## src/rtl/mc_ctrl_pkg.sv

```systemverilog
// Shared encodings for the multi-cycle MIPS32 controller (mc_control_ws).
// Holds opcode/func constants, ALU operation codes, FSM state encoding,
// datapath mux select encodings and a helper that identifies the memory
// states in which the wait-state counter runs.
package mc_ctrl_pkg;

    // Opcodes, IR[31:26]
    localparam logic [5:0] OP_RTYPE = 6'b000000;
    localparam logic [5:0] OP_J     = 6'b000010;
    localparam logic [5:0] OP_JAL   = 6'b000011;
    localparam logic [5:0] OP_BEQ   = 6'b000100;
    localparam logic [5:0] OP_BNE   = 6'b000101;
    localparam logic [5:0] OP_ADDI  = 6'b001000;
    localparam logic [5:0] OP_SLTI  = 6'b001010;
    localparam logic [5:0] OP_ANDI  = 6'b001100;
    localparam logic [5:0] OP_ORI   = 6'b001101;
    localparam logic [5:0] OP_XORI  = 6'b001110;
    localparam logic [5:0] OP_LW    = 6'b100011;
    localparam logic [5:0] OP_SW    = 6'b101011;

    // R-type funcs, IR[5:0]
    localparam logic [5:0] FN_SLL = 6'b000000;
    localparam logic [5:0] FN_SRL = 6'b000010;
    localparam logic [5:0] FN_ADD = 6'b100000;
    localparam logic [5:0] FN_SUB = 6'b100010;
    localparam logic [5:0] FN_AND = 6'b100100;
    localparam logic [5:0] FN_OR  = 6'b100101;
    localparam logic [5:0] FN_XOR = 6'b100110;
    localparam logic [5:0] FN_NOR = 6'b100111;
    localparam logic [5:0] FN_SLT = 6'b101010;

    // ALU operations; ADD is zero so an all-zero output word means "add"
    localparam logic [3:0] ALU_ADD = 4'd0;
    localparam logic [3:0] ALU_SUB = 4'd1;
    localparam logic [3:0] ALU_AND = 4'd2;
    localparam logic [3:0] ALU_OR  = 4'd3;
    localparam logic [3:0] ALU_XOR = 4'd4;
    localparam logic [3:0] ALU_NOR = 4'd5;
    localparam logic [3:0] ALU_SLT = 4'd6;
    localparam logic [3:0] ALU_SLL = 4'd7;
    localparam logic [3:0] ALU_SRL = 4'd8;

    // alu_src_b selects
    localparam logic [2:0] SRCB_B       = 3'b000;
    localparam logic [2:0] SRCB_SEXT    = 3'b010;
    localparam logic [2:0] SRCB_SEXT_SH = 3'b011;
    localparam logic [2:0] SRCB_FOUR    = 3'b100;
    localparam logic [2:0] SRCB_ZEXT    = 3'b101;

    // reg_dst selects
    localparam logic [1:0] REGDST_RT = 2'b00;
    localparam logic [1:0] REGDST_RD = 2'b01;
    localparam logic [1:0] REGDST_RA = 2'b10;

    // mem_to_reg selects
    localparam logic [1:0] M2R_ALUOUT = 2'b00;
    localparam logic [1:0] M2R_MDR    = 2'b01;
    localparam logic [1:0] M2R_PC     = 2'b10;

    // pc_src selects
    localparam logic [1:0] PCSRC_ALU    = 2'b00;
    localparam logic [1:0] PCSRC_ALUOUT = 2'b01;
    localparam logic [1:0] PCSRC_JUMP   = 2'b10;

    typedef enum logic [3:0] {
        S_IF      = 4'd0,
        S_ID      = 4'd1,
        S_EXE_R   = 4'd2,
        S_EXE_I   = 4'd3,
        S_EXE_BR  = 4'd4,
        S_EXE_MEM = 4'd5,
        S_EXE_J   = 4'd6,
        S_EXE_JAL = 4'd7,
        S_MEM_LW  = 4'd8,
        S_MEM_SW  = 4'd9,
        S_WB_R    = 4'd10,
        S_WB_I    = 4'd11,
        S_WB_LW   = 4'd12,
        S_TRAP    = 4'd13
    } state_e;

    // States that wait on mem_ready and run the wait counter
    function automatic logic is_mem_state(input state_e s);
        return (s == S_IF) || (s == S_MEM_LW) || (s == S_MEM_SW);
    endfunction

endpackage

```

## src/rtl/mc_control_ws_alu_decode.sv

```systemverilog
// mc_alu_decode: combinational instruction decode.
//   op, func   : IR fields
//   alu_op     : ALU operation for EXE_R / EXE_I
//   alu_src_b  : ALU B-operand select for EXE_I (SRCB_B for R-type)
//   legal      : op (and func for R-type) is a supported instruction
module mc_alu_decode
    import mc_ctrl_pkg::*;
(
    input  logic [5:0] op,
    input  logic [5:0] func,
    output logic [3:0] alu_op,
    output logic [2:0] alu_src_b,
    output logic       legal
);

    always_comb begin
        alu_op    = ALU_ADD;
        alu_src_b = SRCB_B;
        legal     = 1'b1;
        case (op)
            OP_RTYPE: begin
                case (func)
                    FN_ADD:  alu_op = ALU_ADD;
                    FN_SUB:  alu_op = ALU_SUB;
                    FN_AND:  alu_op = ALU_AND;
                    FN_OR:   alu_op = ALU_OR;
                    FN_XOR:  alu_op = ALU_XOR;
                    FN_NOR:  alu_op = ALU_NOR;
                    FN_SLT:  alu_op = ALU_SLT;
                    FN_SLL:  alu_op = ALU_SLL;
                    FN_SRL:  alu_op = ALU_SRL;
                    default: legal  = 1'b0;
                endcase
            end
            // Arithmetic immediates are sign-extended, logical ones zero-extended
            OP_ADDI: begin alu_op = ALU_ADD; alu_src_b = SRCB_SEXT; end
            OP_SLTI: begin alu_op = ALU_SLT; alu_src_b = SRCB_SEXT; end
            OP_ANDI: begin alu_op = ALU_AND; alu_src_b = SRCB_ZEXT; end
            OP_ORI:  begin alu_op = ALU_OR;  alu_src_b = SRCB_ZEXT; end
            OP_XORI: begin alu_op = ALU_XOR; alu_src_b = SRCB_ZEXT; end
            OP_BEQ, OP_BNE: alu_op = ALU_SUB;
            OP_LW, OP_SW: alu_src_b = SRCB_SEXT;
            OP_J, OP_JAL: ;
            default: legal = 1'b0;
        endcase
    end

endmodule

```

## src/rtl/mc_control_ws.sv

```systemverilog
// mc_control_ws: multi-cycle MIPS32 control FSM with memory wait states.
// Ports:
//   clk, nrst        : clock (rising edge), synchronous active-low reset
//   op, func, zero   : IR[31:26], IR[5:0], ALU zero flag (used in EXE_BR)
//   mem_ready        : memory completes the current access this cycle
//   *_write, reg_dst, mem_to_reg, alu_src_a/b, alu_op, pc_src, pc_write,
//   iord, mem_read, mem_write : datapath controls (Moore decode of state)
//   instr_done       : pulse in the final cycle of each instruction
//   fault            : high while in the sticky TRAP state
//   state            : current FSM state for debug
// Memory handshake: in IF/MEM_LW/MEM_SW the strobe (mem_read or mem_write)
// stays high every cycle; the access completes in the cycle mem_ready=1, and
// only then are the capturing enables (ir_write, pc_write, mdr_write) high.
// A run of MEM_WAIT_MAX+1 cycles with mem_ready=0 in one memory state
// traps when TIMEOUT_EN is set.
module mc_control_ws
    import mc_ctrl_pkg::*;
#(
    parameter int ALUOP_W      = 4,
    parameter int MEM_WAIT_MAX = 15,
    parameter int TIMEOUT_EN   = 1
) (
    input  logic               clk,
    input  logic               nrst,
    input  logic [5:0]         op,
    input  logic [5:0]         func,
    input  logic               zero,
    input  logic               mem_ready,
    output logic               ir_write,
    output logic               mdr_write,
    output logic               reg_write,
    output logic               a_write,
    output logic               b_write,
    output logic               alu_out_write,
    output logic [1:0]         reg_dst,
    output logic [1:0]         mem_to_reg,
    output logic               alu_src_a,
    output logic [2:0]         alu_src_b,
    output logic [ALUOP_W-1:0] alu_op,
    output logic [1:0]         pc_src,
    output logic               pc_write,
    output logic               iord,
    output logic               mem_read,
    output logic               mem_write,
    output logic               instr_done,
    output logic               fault,
    output logic [3:0]         state
);

    localparam int CNT_W = (MEM_WAIT_MAX < 1) ? 1 : $clog2(MEM_WAIT_MAX + 1);

    state_e           cur, nxt;
    logic [CNT_W-1:0] wait_cnt;
    logic [3:0]       dec_alu_op;
    logic [2:0]       dec_src_b;
    logic             dec_legal;
    logic             timeout;

    mc_alu_decode u_dec (
        .op        (op),
        .func      (func),
        .alu_op    (dec_alu_op),
        .alu_src_b (dec_src_b),
        .legal     (dec_legal)
    );

    assign timeout = (TIMEOUT_EN != 0) && !mem_ready &&
                     (wait_cnt == CNT_W'(MEM_WAIT_MAX));
    assign state   = cur;

    always_ff @(posedge clk) begin
        if (!nrst) begin
            cur      <= S_IF;
            wait_cnt <= '0;
        end else begin
            cur <= nxt;
            // Counting only while holding in a memory state also clears the
            // counter on every entry, since the previous cycle zeroed it.
            if (is_mem_state(cur) && (nxt == cur) && !mem_ready) begin
                if (wait_cnt != CNT_W'(MEM_WAIT_MAX))
                    wait_cnt <= wait_cnt + CNT_W'(1);
            end else begin
                wait_cnt <= '0;
            end
        end
    end

    always_comb begin
        nxt           = cur;
        ir_write      = 1'b0;
        mdr_write     = 1'b0;
        reg_write     = 1'b0;
        a_write       = 1'b0;
        b_write       = 1'b0;
        alu_out_write = 1'b0;
        reg_dst       = REGDST_RT;
        mem_to_reg    = M2R_ALUOUT;
        alu_src_a     = 1'b0;
        alu_src_b     = SRCB_B;
        alu_op        = ALUOP_W'(ALU_ADD);
        pc_src        = PCSRC_ALU;
        pc_write      = 1'b0;
        iord          = 1'b0;
        mem_read      = 1'b0;
        mem_write     = 1'b0;
        instr_done    = 1'b0;
        fault         = 1'b0;
        case (cur)
            S_IF: begin
                mem_read  = 1'b1;
                alu_src_b = SRCB_FOUR;
                ir_write  = mem_ready;
                pc_write  = mem_ready;
                if (mem_ready)    nxt = S_ID;
                else if (timeout) nxt = S_TRAP;
            end
            S_ID: begin
                a_write       = 1'b1;
                b_write       = 1'b1;
                alu_out_write = 1'b1;   // speculative branch target
                alu_src_b     = SRCB_SEXT_SH;
                case (op)
                    OP_RTYPE:                                 nxt = S_EXE_R;
                    OP_ADDI, OP_SLTI, OP_ANDI, OP_ORI, OP_XORI: nxt = S_EXE_I;
                    OP_BEQ, OP_BNE:                           nxt = S_EXE_BR;
                    OP_LW, OP_SW:                             nxt = S_EXE_MEM;
                    OP_J:                                     nxt = S_EXE_J;
                    OP_JAL:                                   nxt = S_EXE_JAL;
                    default:                                  nxt = S_TRAP;
                endcase
                // Illegal R-type funcs are caught here, before EXE_R
                if (!dec_legal) nxt = S_TRAP;
            end
            S_EXE_R: begin
                alu_src_a     = 1'b1;
                alu_out_write = 1'b1;
                alu_op        = ALUOP_W'(dec_alu_op);
                nxt           = S_WB_R;
            end
            S_EXE_I: begin
                alu_src_a     = 1'b1;
                alu_out_write = 1'b1;
                alu_src_b     = dec_src_b;
                alu_op        = ALUOP_W'(dec_alu_op);
                nxt           = S_WB_I;
            end
            S_EXE_BR: begin
                alu_src_a  = 1'b1;
                alu_op     = ALUOP_W'(ALU_SUB);
                pc_src     = PCSRC_ALUOUT;
                pc_write   = zero ^ (op == OP_BNE);
                instr_done = 1'b1;
                nxt        = S_IF;
            end
            S_EXE_MEM: begin
                alu_src_a     = 1'b1;
                alu_src_b     = SRCB_SEXT;
                alu_out_write = 1'b1;
                nxt           = (op == OP_SW) ? S_MEM_SW : S_MEM_LW;
            end
            S_EXE_J: begin
                pc_src     = PCSRC_JUMP;
                pc_write   = 1'b1;
                instr_done = 1'b1;
                nxt        = S_IF;
            end
            S_EXE_JAL: begin
                // PC already holds PC+4, which is the link value
                pc_src     = PCSRC_JUMP;
                pc_write   = 1'b1;
                reg_write  = 1'b1;
                reg_dst    = REGDST_RA;
                mem_to_reg = M2R_PC;
                instr_done = 1'b1;
                nxt        = S_IF;
            end
            S_MEM_LW: begin
                iord      = 1'b1;
                mem_read  = 1'b1;
                mdr_write = mem_ready;
                if (mem_ready)    nxt = S_WB_LW;
                else if (timeout) nxt = S_TRAP;
            end
            S_MEM_SW: begin
                iord       = 1'b1;
                mem_write  = 1'b1;
                instr_done = mem_ready;
                if (mem_ready)    nxt = S_IF;
                else if (timeout) nxt = S_TRAP;
            end
            S_WB_R: begin
                reg_write  = 1'b1;
                reg_dst    = REGDST_RD;
                instr_done = 1'b1;
                nxt        = S_IF;
            end
            S_WB_I: begin
                reg_write  = 1'b1;
                instr_done = 1'b1;
                nxt        = S_IF;
            end
            S_WB_LW: begin
                reg_write  = 1'b1;
                mem_to_reg = M2R_MDR;
                instr_done = 1'b1;
                nxt        = S_IF;
            end
            S_TRAP: begin
                fault = 1'b1;
            end
            default: nxt = S_IF;
        endcase
    end

endmodule

```

## config.mk

```make
export PLATFORM = sky130hd
export DESIGN_NAME = mc_control_ws
export DESIGN_NICKNAME = d
export VERILOG_FILES = /design/src/rtl/mc_ctrl_pkg.sv /design/src/rtl/mc_control_ws_alu_decode.sv /design/src/rtl/mc_control_ws.sv
export SDC_FILE = /design/constraint.sdc
export NUM_CORES = 1
export LEC_CHECK = 0
export BUFFER_PORTS_ARGS = -buffer_cell sky130_fd_sc_hd__buf_4
export CAP_MARGIN = 5
export CELL_PAD_IN_SITES_DETAIL_PLACEMENT = 1
export CELL_PAD_IN_SITES_GLOBAL_PLACEMENT = 2
export CORE_UTILIZATION = 27
export CTS_CLUSTER_SIZE = 24
export DETAILED_ROUTE_END_ITERATION = 12
export MAX_ROUTING_LAYER = met4
export PLACE_DENSITY = 0.95
export SLEW_MARGIN = 20
export SYNTH_ARGS = -nofsm -noshare
export SYNTH_HDL_FRONTEND = slang
export SYNTH_HIERARCHICAL = 1
export SYNTH_SLANG_ARGS = --single-unit
```

## constraint.sdc

```tcl
create_clock -name clk -period 5.07 [get_ports clk]
set_clock_uncertainty 0.15 [all_clocks]
set_input_delay 0.2535 -clock clk [delete_from_list [all_inputs] [get_ports clk]]
set_output_delay 0.2535 -clock clk [all_outputs]
set_load 0.02 [all_outputs]
```

==> results.md, run 1 <==
- RSZ-0062 raised after global routing: false
- Final core utilization: 0.376
- WHS Endpoint: state[0]$_SDFF_PN0_
- Post-DP Area: ~1500 um2
- Hold_ws: between 0.1 and 0.15 ns
- Min-Delay Path Depth: 2
- Arrival @ worst endpoint: about 2 ns
- Post-Syn Area: approximately 1200 um2
- Critical path required time: between 4 and 5 ns
- Die X: ~68 um
- Setup crit start kind: register
- Min Tclk post-route: 2.41 ns
- Synth Register Bits: 8
- Cell taking the most area after synthesis: dfxtp_1
- Clock Sink Count: 8
- Critical path fanouts, max: 15
- YS warnings: 6
- Clock root buffer: clkbuf_8
- Placed Cells: between 200 and 300
- Antenna-violating nets left: 0
- Unique masters post-synth: 55
- Main synth FF type: dfxtp_1
- H-Tree Depth: 1
- Max-slew violation count: 0
- Share of the synthesized area in the top cell type: 0.138
- Leakage: between 0.0006 and 0.0007 uW
- Post-synthesis mux area share: 0
- Drc violations: 0
- Synth-to-layout area growth: 31.6%
- Largest family of logic cells by synthesized area: simple AND/OR/NAND/NOR gates
- Antenna violations before repair: 0
- Top cells by count, synth: nor2_1 (20), nand2_1 (14), nand3_1 (10), nor3_1 (10)
- Final period util: 0.475
- Xor-xnor portion of the synthesized cell area: 0.0302
- Hold Buf Count CTS: 0
- Number of synthesized flops with an enable pin: 0
- Max clock buf depth: 2
- Synth Area in Compound Gates: 0.295
- DR iter-0 viols: 77
- Setup-failing EPs final: 0
- Cells on worst reg2reg path: 5
- Via Count: 1411
- Io pins: 46
- Adder-Cell Fraction of Synth Area: 0.0108
- Drt first pass iters: 4
- Syn Nets: between 150 and 200
- Async S/R FF share, synth: 0
- Fin Setup TNS: 0 ns
- Cell area after layout: between 1500 and 2000 um2
- Clock Latency Late Sink: around 0.23 ns
- Status: complete, no violations
- Grt ovf: 0
- Die footprint: approximately 4600 um2
- Max-cap violations: 0
- Area share of and/or/nand/nor cells after synthesis: 0.435
- First-pass GRT wire length: 6540 um
- Hold Path Origin: nrst
- Max Fclk: 415 MHz
- I/O Buffers: between 40 and 50
- N_diodes: 0
- Critical path's slowest cell: dfxtp_1
- Total GRT Usage: 0.188
- Share of layout cells above drive strength 1: 0.286
- Final Hold Fails: 0
- Synth Instances: between 150 and 200
- Vias in the first global route: 1392
- # rows: 23
- DR WL/cell: about 15 um
- TritonCTS clock tree: built
- R2R Path Start: state[0]$_SDFF_PN0_
- Reg2Reg Setup Slack: approximately 3.1 ns
- Slew HR: 0.497
- Critical Path, Cell by Cell: inv_2 -> nor3_1 -> nand3_1 -> nand2_1 -> buf_4
- Largest stage delay, worst path: approximately 0.70 ns
- Maximum VDD drop: approximately 0.11 mV
- Total Wirelength: a little under 4000 um
- Fill count: a little over 500
- Starting density of the core: 0.286
- Critical path class: register to output pin
- Largest net degree at the start of global routing: 24
- Hpwl dp: 2870 um
- Seq/Total Area, Yosys: 0.138
- CP endpoint kind: output pin
- Top-count cell post-synth: nor2_1
- Clock slew at reported path FFs: approximately 0.04 ns
- Post-CTS Setup Repair Bufs: 0
- Worst R2R End: state[0]$_SDFF_PN0_
- Post-route insts no fill: 256
- Pwr dens: approximately 430 nW/um2
- Worst-margin pin slew: between 0.7 and 0.8 ns
- CTS buffer count: 3
- Final net count: roughly 230
- Routability cong.: around 0.81
- Core area: 4060 um2
- Number of gates resized after CTS: 0
- Die H: 67.5 um
- Worst hold path type: primary input to register
- Drt via density: roughly 5.5
- Average cell area after synthesis: approximately 6.8 um2
- Synth area leaders: dfxtp_1 (14%), nor2_1 (6.5%), nand2_1 (4.5%)
critical path, delay by kind of cell, from the launching register on:
kind	cells	cell delay, ns
flip-flops	1	0.70
buffers and inverters	2	0.33
AND/OR/NAND/NOR	3	0.75
where the power goes:
part,switching [uW],internal [uW],leakage (uW),total [uW]
Sequential,65.7,77.8,0.0000652,144
Clock,23.3,51.3,0.0000216,74.5
Combinational,258,187,0.000558,445
flip-flops by register name (all words and copies together), names as in the netlist:
| name | cells |
|---|---|
| wait_cnt | 4 |
| state | 4 |
routing by layer:
metal	part of all wire	global-route usage	up-vias
met5	0	-	-
met4	0.0079	0.0186	0
met3	0.042	0.0372	4
met2	0.47	0.298	39
met1	0.48	0.254	658
li1	-	-	710
kinds of logic after synthesis:
family | after synthesis
buf+inv | 20
compound gates | 47
simple gates | 90
flops | 8
fa+ha+maj | 1
xor+xnor | 4
per-stage QoR:
step / power, uW / worst slack [ns]
detailed placement: 591 / 2.78
global route: 716 / 2.45
finish: 663 / 2.66
global placement: 587 / 2.77
CTS: 669 / 2.65
floorplan: 421 / 2.79
final cells by class:
cell class	count	area (um2)	area share
clock buffers	3	41.3	0.0271
inverters	8	30.0	0.0197
multi-input cells	142	893	0.586
flip-flops and latches	8	160	0.105
well taps	50	62.6	0.0410
repair buffers	45	338	0.221
layout by cell type, fill, tap and decap left out, drive strengths merged, types with 2 or more instances in the layout:
cell type and instances:
nor2 21, nor4 3, nand4 2, inv 8, a21oi 7, nor2b 3
and4 2, xor2 2, a211oi 3, o311ai 3, nor3b 2, a2111oi 2
nand3 11, a41oi 2, nand3b 2, dfxtp 8, nor3 11, nand2 14
o22ai 2, a31oi 4, xnor2 2, a21o 3, or2 2, and2 3
clkbuf 3, buf 45, o211ai 3, nand2b 7, o21ai 8, and4b 2
how the worst max path moves through the flow:
stage / from / to / slack [ns] / cells after the start
2_1_floorplan: state[0]$_SDFF_PN0_ / reg_dst[1] / 2.79 / 4
3_3_place_gp: op[3] / state[0]$_SDFF_PN0_ / 2.77 / 10
3_5_place_dp: op[3] / state[0]$_SDFF_PN0_ / 2.78 / 10
4_1_cts: state[1]$_SDFF_PN0_ / alu_src_b[0] / 2.65 / 5
5_1_grt: state[1]$_SDFF_PN0_ / alu_src_b[0] / 2.45 / 5
6_report: state[1]$_SDFF_PN0_ / alu_src_b[0] / 2.66 / 5
Note: power is estimated with default switching activity, not from simulation.
==> run 2, diff against run 1 <==
--- a/config.mk
+++ b/config.mk
@@ -9,11 +9,11 @@
 export CAP_MARGIN = 5
 export CELL_PAD_IN_SITES_DETAIL_PLACEMENT = 1
 export CELL_PAD_IN_SITES_GLOBAL_PLACEMENT = 2
-export CORE_UTILIZATION = 27
+export CORE_UTILIZATION = 22
 export CTS_CLUSTER_SIZE = 24
 export DETAILED_ROUTE_END_ITERATION = 12
 export MAX_ROUTING_LAYER = met4
-export PLACE_DENSITY = 0.95
+export PLACE_DENSITY = 0.84
 export SLEW_MARGIN = 20
 export SYNTH_ARGS = -nofsm -noshare
 export SYNTH_HDL_FRONTEND = slang
==> constraint.sdc (replaced) <==
create_clock -name clk -period 2.05 [get_ports clk]
set_clock_uncertainty 0.15 [all_clocks]
set_input_delay 0.1025 -clock clk [delete_from_list [all_inputs] [get_ports clk]]
set_output_delay 0.1025 -clock clk [all_outputs]
set_load 0.02 [all_outputs]
==> results.md, run 2 (same netlist as run 1, synthesis figures left out) <==
- Maximum VDD drop: 0.383 mV (was 0.108 mV)
- Most common cell after layout, fill and taps aside: buf_4 (unchanged)
- Sequential share of power: 0.151 (was 0.216)
- Drt via density: 5.04 (was 5.51)
- Min Tclk post-route: roughly 1.9 ns
- DR WL/cell: 14.3 um (was 15.3 um)
- CP endpoint kind: output pin (unchanged)
- Sw Ratio: 0.512 (was 0.523)
- Most frequent cells in the layout: buf_4 (55), nor2_1 (20), nand2_1 (14), nor3_1 (10), nand3_1 (10) (was buf_4 (45), nor2_1 (20), nand2_1 (14), nor3_1 (10), nand3_1 (10))
- Switch Pwr: 897 uW (was 347 uW)
- Post-CTS Setup Repair Bufs: 0 (unchanged)
- Placed Cells: 283 (was 253)
- Area of the multi-input gates: 906 um2 (was 893 um2)
- Clock slew at reported path FFs: 0.04 ns (about the same)
- Vias in the first global route: 1349 (was 1392)
- Slew HR: 0.581 (was 0.497)
- Synth-to-layout area growth: 42.3% (was 31.6%)
- Antenna violations before repair: 0 (unchanged)
- Clock Latency Late Sink: 0.23 ns (about the same)
- TritonCTS clock tree: built (unchanged)
- Critical path required time: 1.80 ns (was 4.67 ns)
- Drc violations: 0 (unchanged)
- Cell area after layout: 1650 um2 (was 1530 um2)
- Max Fclk: approximately 520 MHz
- Clock power frac: 0.108 (was 0.112)
- Antenna-violating nets left: 0 (unchanged)
- # rows: 26 (was 23)
- Critical path fanouts, max: 11 (was 15)
- CTS buffer count: 3 (unchanged)
- Die H: 74.6 um (was 67.5 um)
- Arrival @ worst endpoint: 1.66 ns (was 2.00 ns)
- Critical path class: register to output pin (unchanged)
- Max-slew violation count: 0 (unchanged)
- Status: complete, no violations (unchanged)
- Share of layout cells above drive strength 1: 0.332 (was 0.286)
- Total GRT Usage: 0.157 (was 0.188)
- Die X: 74.6 um (was 67.5 um)
- Final period util: 0.932
- Post-route insts no fill: 287 (was 256)
- Core area: 5070 um2 (was 4060 um2)
- Die footprint: 5560 um2 (was 4560 um2)
- Io pins: 46 (unchanged)
- Final Hold Fails: 0 (unchanged)
- Worst hold path type: primary input to register (unchanged)
- Leakage: 0.000703 uW (was 0.000645 uW)
- Post-DP Area: 1590 um2 (was 1480 um2)
- Hold_ws: 0.130 ns (was 0.122 ns)
- P_int: 855 uW (was 316 uW)
- Hpwl dp: 3260 um (was 2870 um)
- DR iter-0 viols: 73 (was 77)
- Worst-margin pin slew: 0.624 ns (was 0.753 ns)
- FF+latch area: 161 um2 (was 160 um2)
- Starting density of the core: 0.228 (was 0.286)
- Max-cap violations: 0 (unchanged)
- Pwr dens: 1060 nW/um2 (was 435 nW/um2)
- Critical Path Start: state[3]$_SDFF_PN0_ (was state[1]$_SDFF_PN0_)
- Final net count: 236 (was 225)
- RSZ-0062 raised after global routing: true (was false)
- Hold Path Origin: mem_ready (was nrst)
- N_diodes: 0 (unchanged)
- I/O Buffers: 45 (unchanged)
- Total Wirelength: 4100 um (was 3930 um)
- Grt ovf: 0 (unchanged)
- Setup crit start kind: register (unchanged)
- Drt first pass iters: 4 (unchanged)
- R2R Path Start: wait_cnt[0]$_SDFFE_PN0P_ (was state[0]$_SDFF_PN0_)
- Fill count: 645 (was 513)
- Clock root buffer: clkbuf_8 (unchanged)
- H-Tree Depth: 1 (unchanged)
- Clock Sink Count: 8 (unchanged)
- Routability cong.: 0.762 (was 0.813)
- Max clock buf depth: 2 (unchanged)
- First-pass GRT wire length: 6620 um (was 6540 um)
- Largest net degree at the start of global routing: 14 (was 24)
- Power share of the combinational group: 0.741 (was 0.671)
- Via Count: 1447 (was 1411)
- Setup-failing EPs final: 0 (unchanged)
## run 2: cell types whose count changed in the layout (fill, tap and decap cells not counted), sizes merged
cell,before,now
buf,45,55
dlygate4sd3,0,1
## run 2: cell type report
type,count,share of cell area
Inverter,8,0.0182
Multi-Input combinational cell,142,0.549
Tap cell,70,0.0531
Clock buffer,3,0.0250
Sequential cell,8,0.0979
Timing Repair Buffer,56,0.256
## run 2: power groups by stage
stage | Sequential, uW | Combinational [uW] | Clock (uW)
floorplan | 260 | 785 | 0
global placement | 257 | 1290 | 0
detailed placement | 261 | 1300 | 0
CTS | 258 | 1310 | 195
global route | 274 | 1410 | 203
finish | 264 | 1300 | 189
## run 2: layer usage
metal / vias up / global-route usage / wire, um
li1: 734 / - / -
met1: 678 / 0.213 / 2020
met2: 33 / 0.254 / 1930
met3: 2 / 0.0163 / 140
met4: 0 / 0.0252 / 8
met5: - / - / 0
## run 2: timing repair
item,CTS,global route
setup endpoints to repair,0,2
hold buffers,1,0
gates resized for setup,0,3
endpoints found under the hold margin,3,0
## run 2: through the flow
stage | setup slack, ns | power, uW | utilization | TNS (ns)
2_1_floorplan | 0.109 | 1040 | - | 0
3_3_place_gp | 0.174 | 1540 | 0.313 | 0
3_5_place_dp | 0.0604 | 1560 | 0.313 | 0
4_1_cts | 0.0462 | 1760 | 0.323 | 0
5_1_grt | -0.0107 | 1890 | 0.325 | -0.0107
6_report | 0.139 | 1750 | 0.325 | 0
## run 2: worst paths after layout
| kind | cells past startpoint | slack, ns | endpoint |
|---|---|---|---|
| worst min-delay path | 4 | 0.13 | wait_cnt[3]$_SDFFE_PN0P_ |
| worst min register to register | 2 | 0.43 | wait_cnt[3]$_SDFFE_PN0P_ |
| worst max register to register | 6 | 0.19 | state[0]$_SDFF_PN0_ |
| worst max-delay path | 5 | 0.14 | alu_src_b[0] |
## run 2: critical path, cell delays in order, from the launching register on
cell	delay, ns
dfxtp_1	0.33
buf_4	0.19
nor3_1	0.53
nand3_1	0.14
nand2_1	0.10
buf_4	0.14
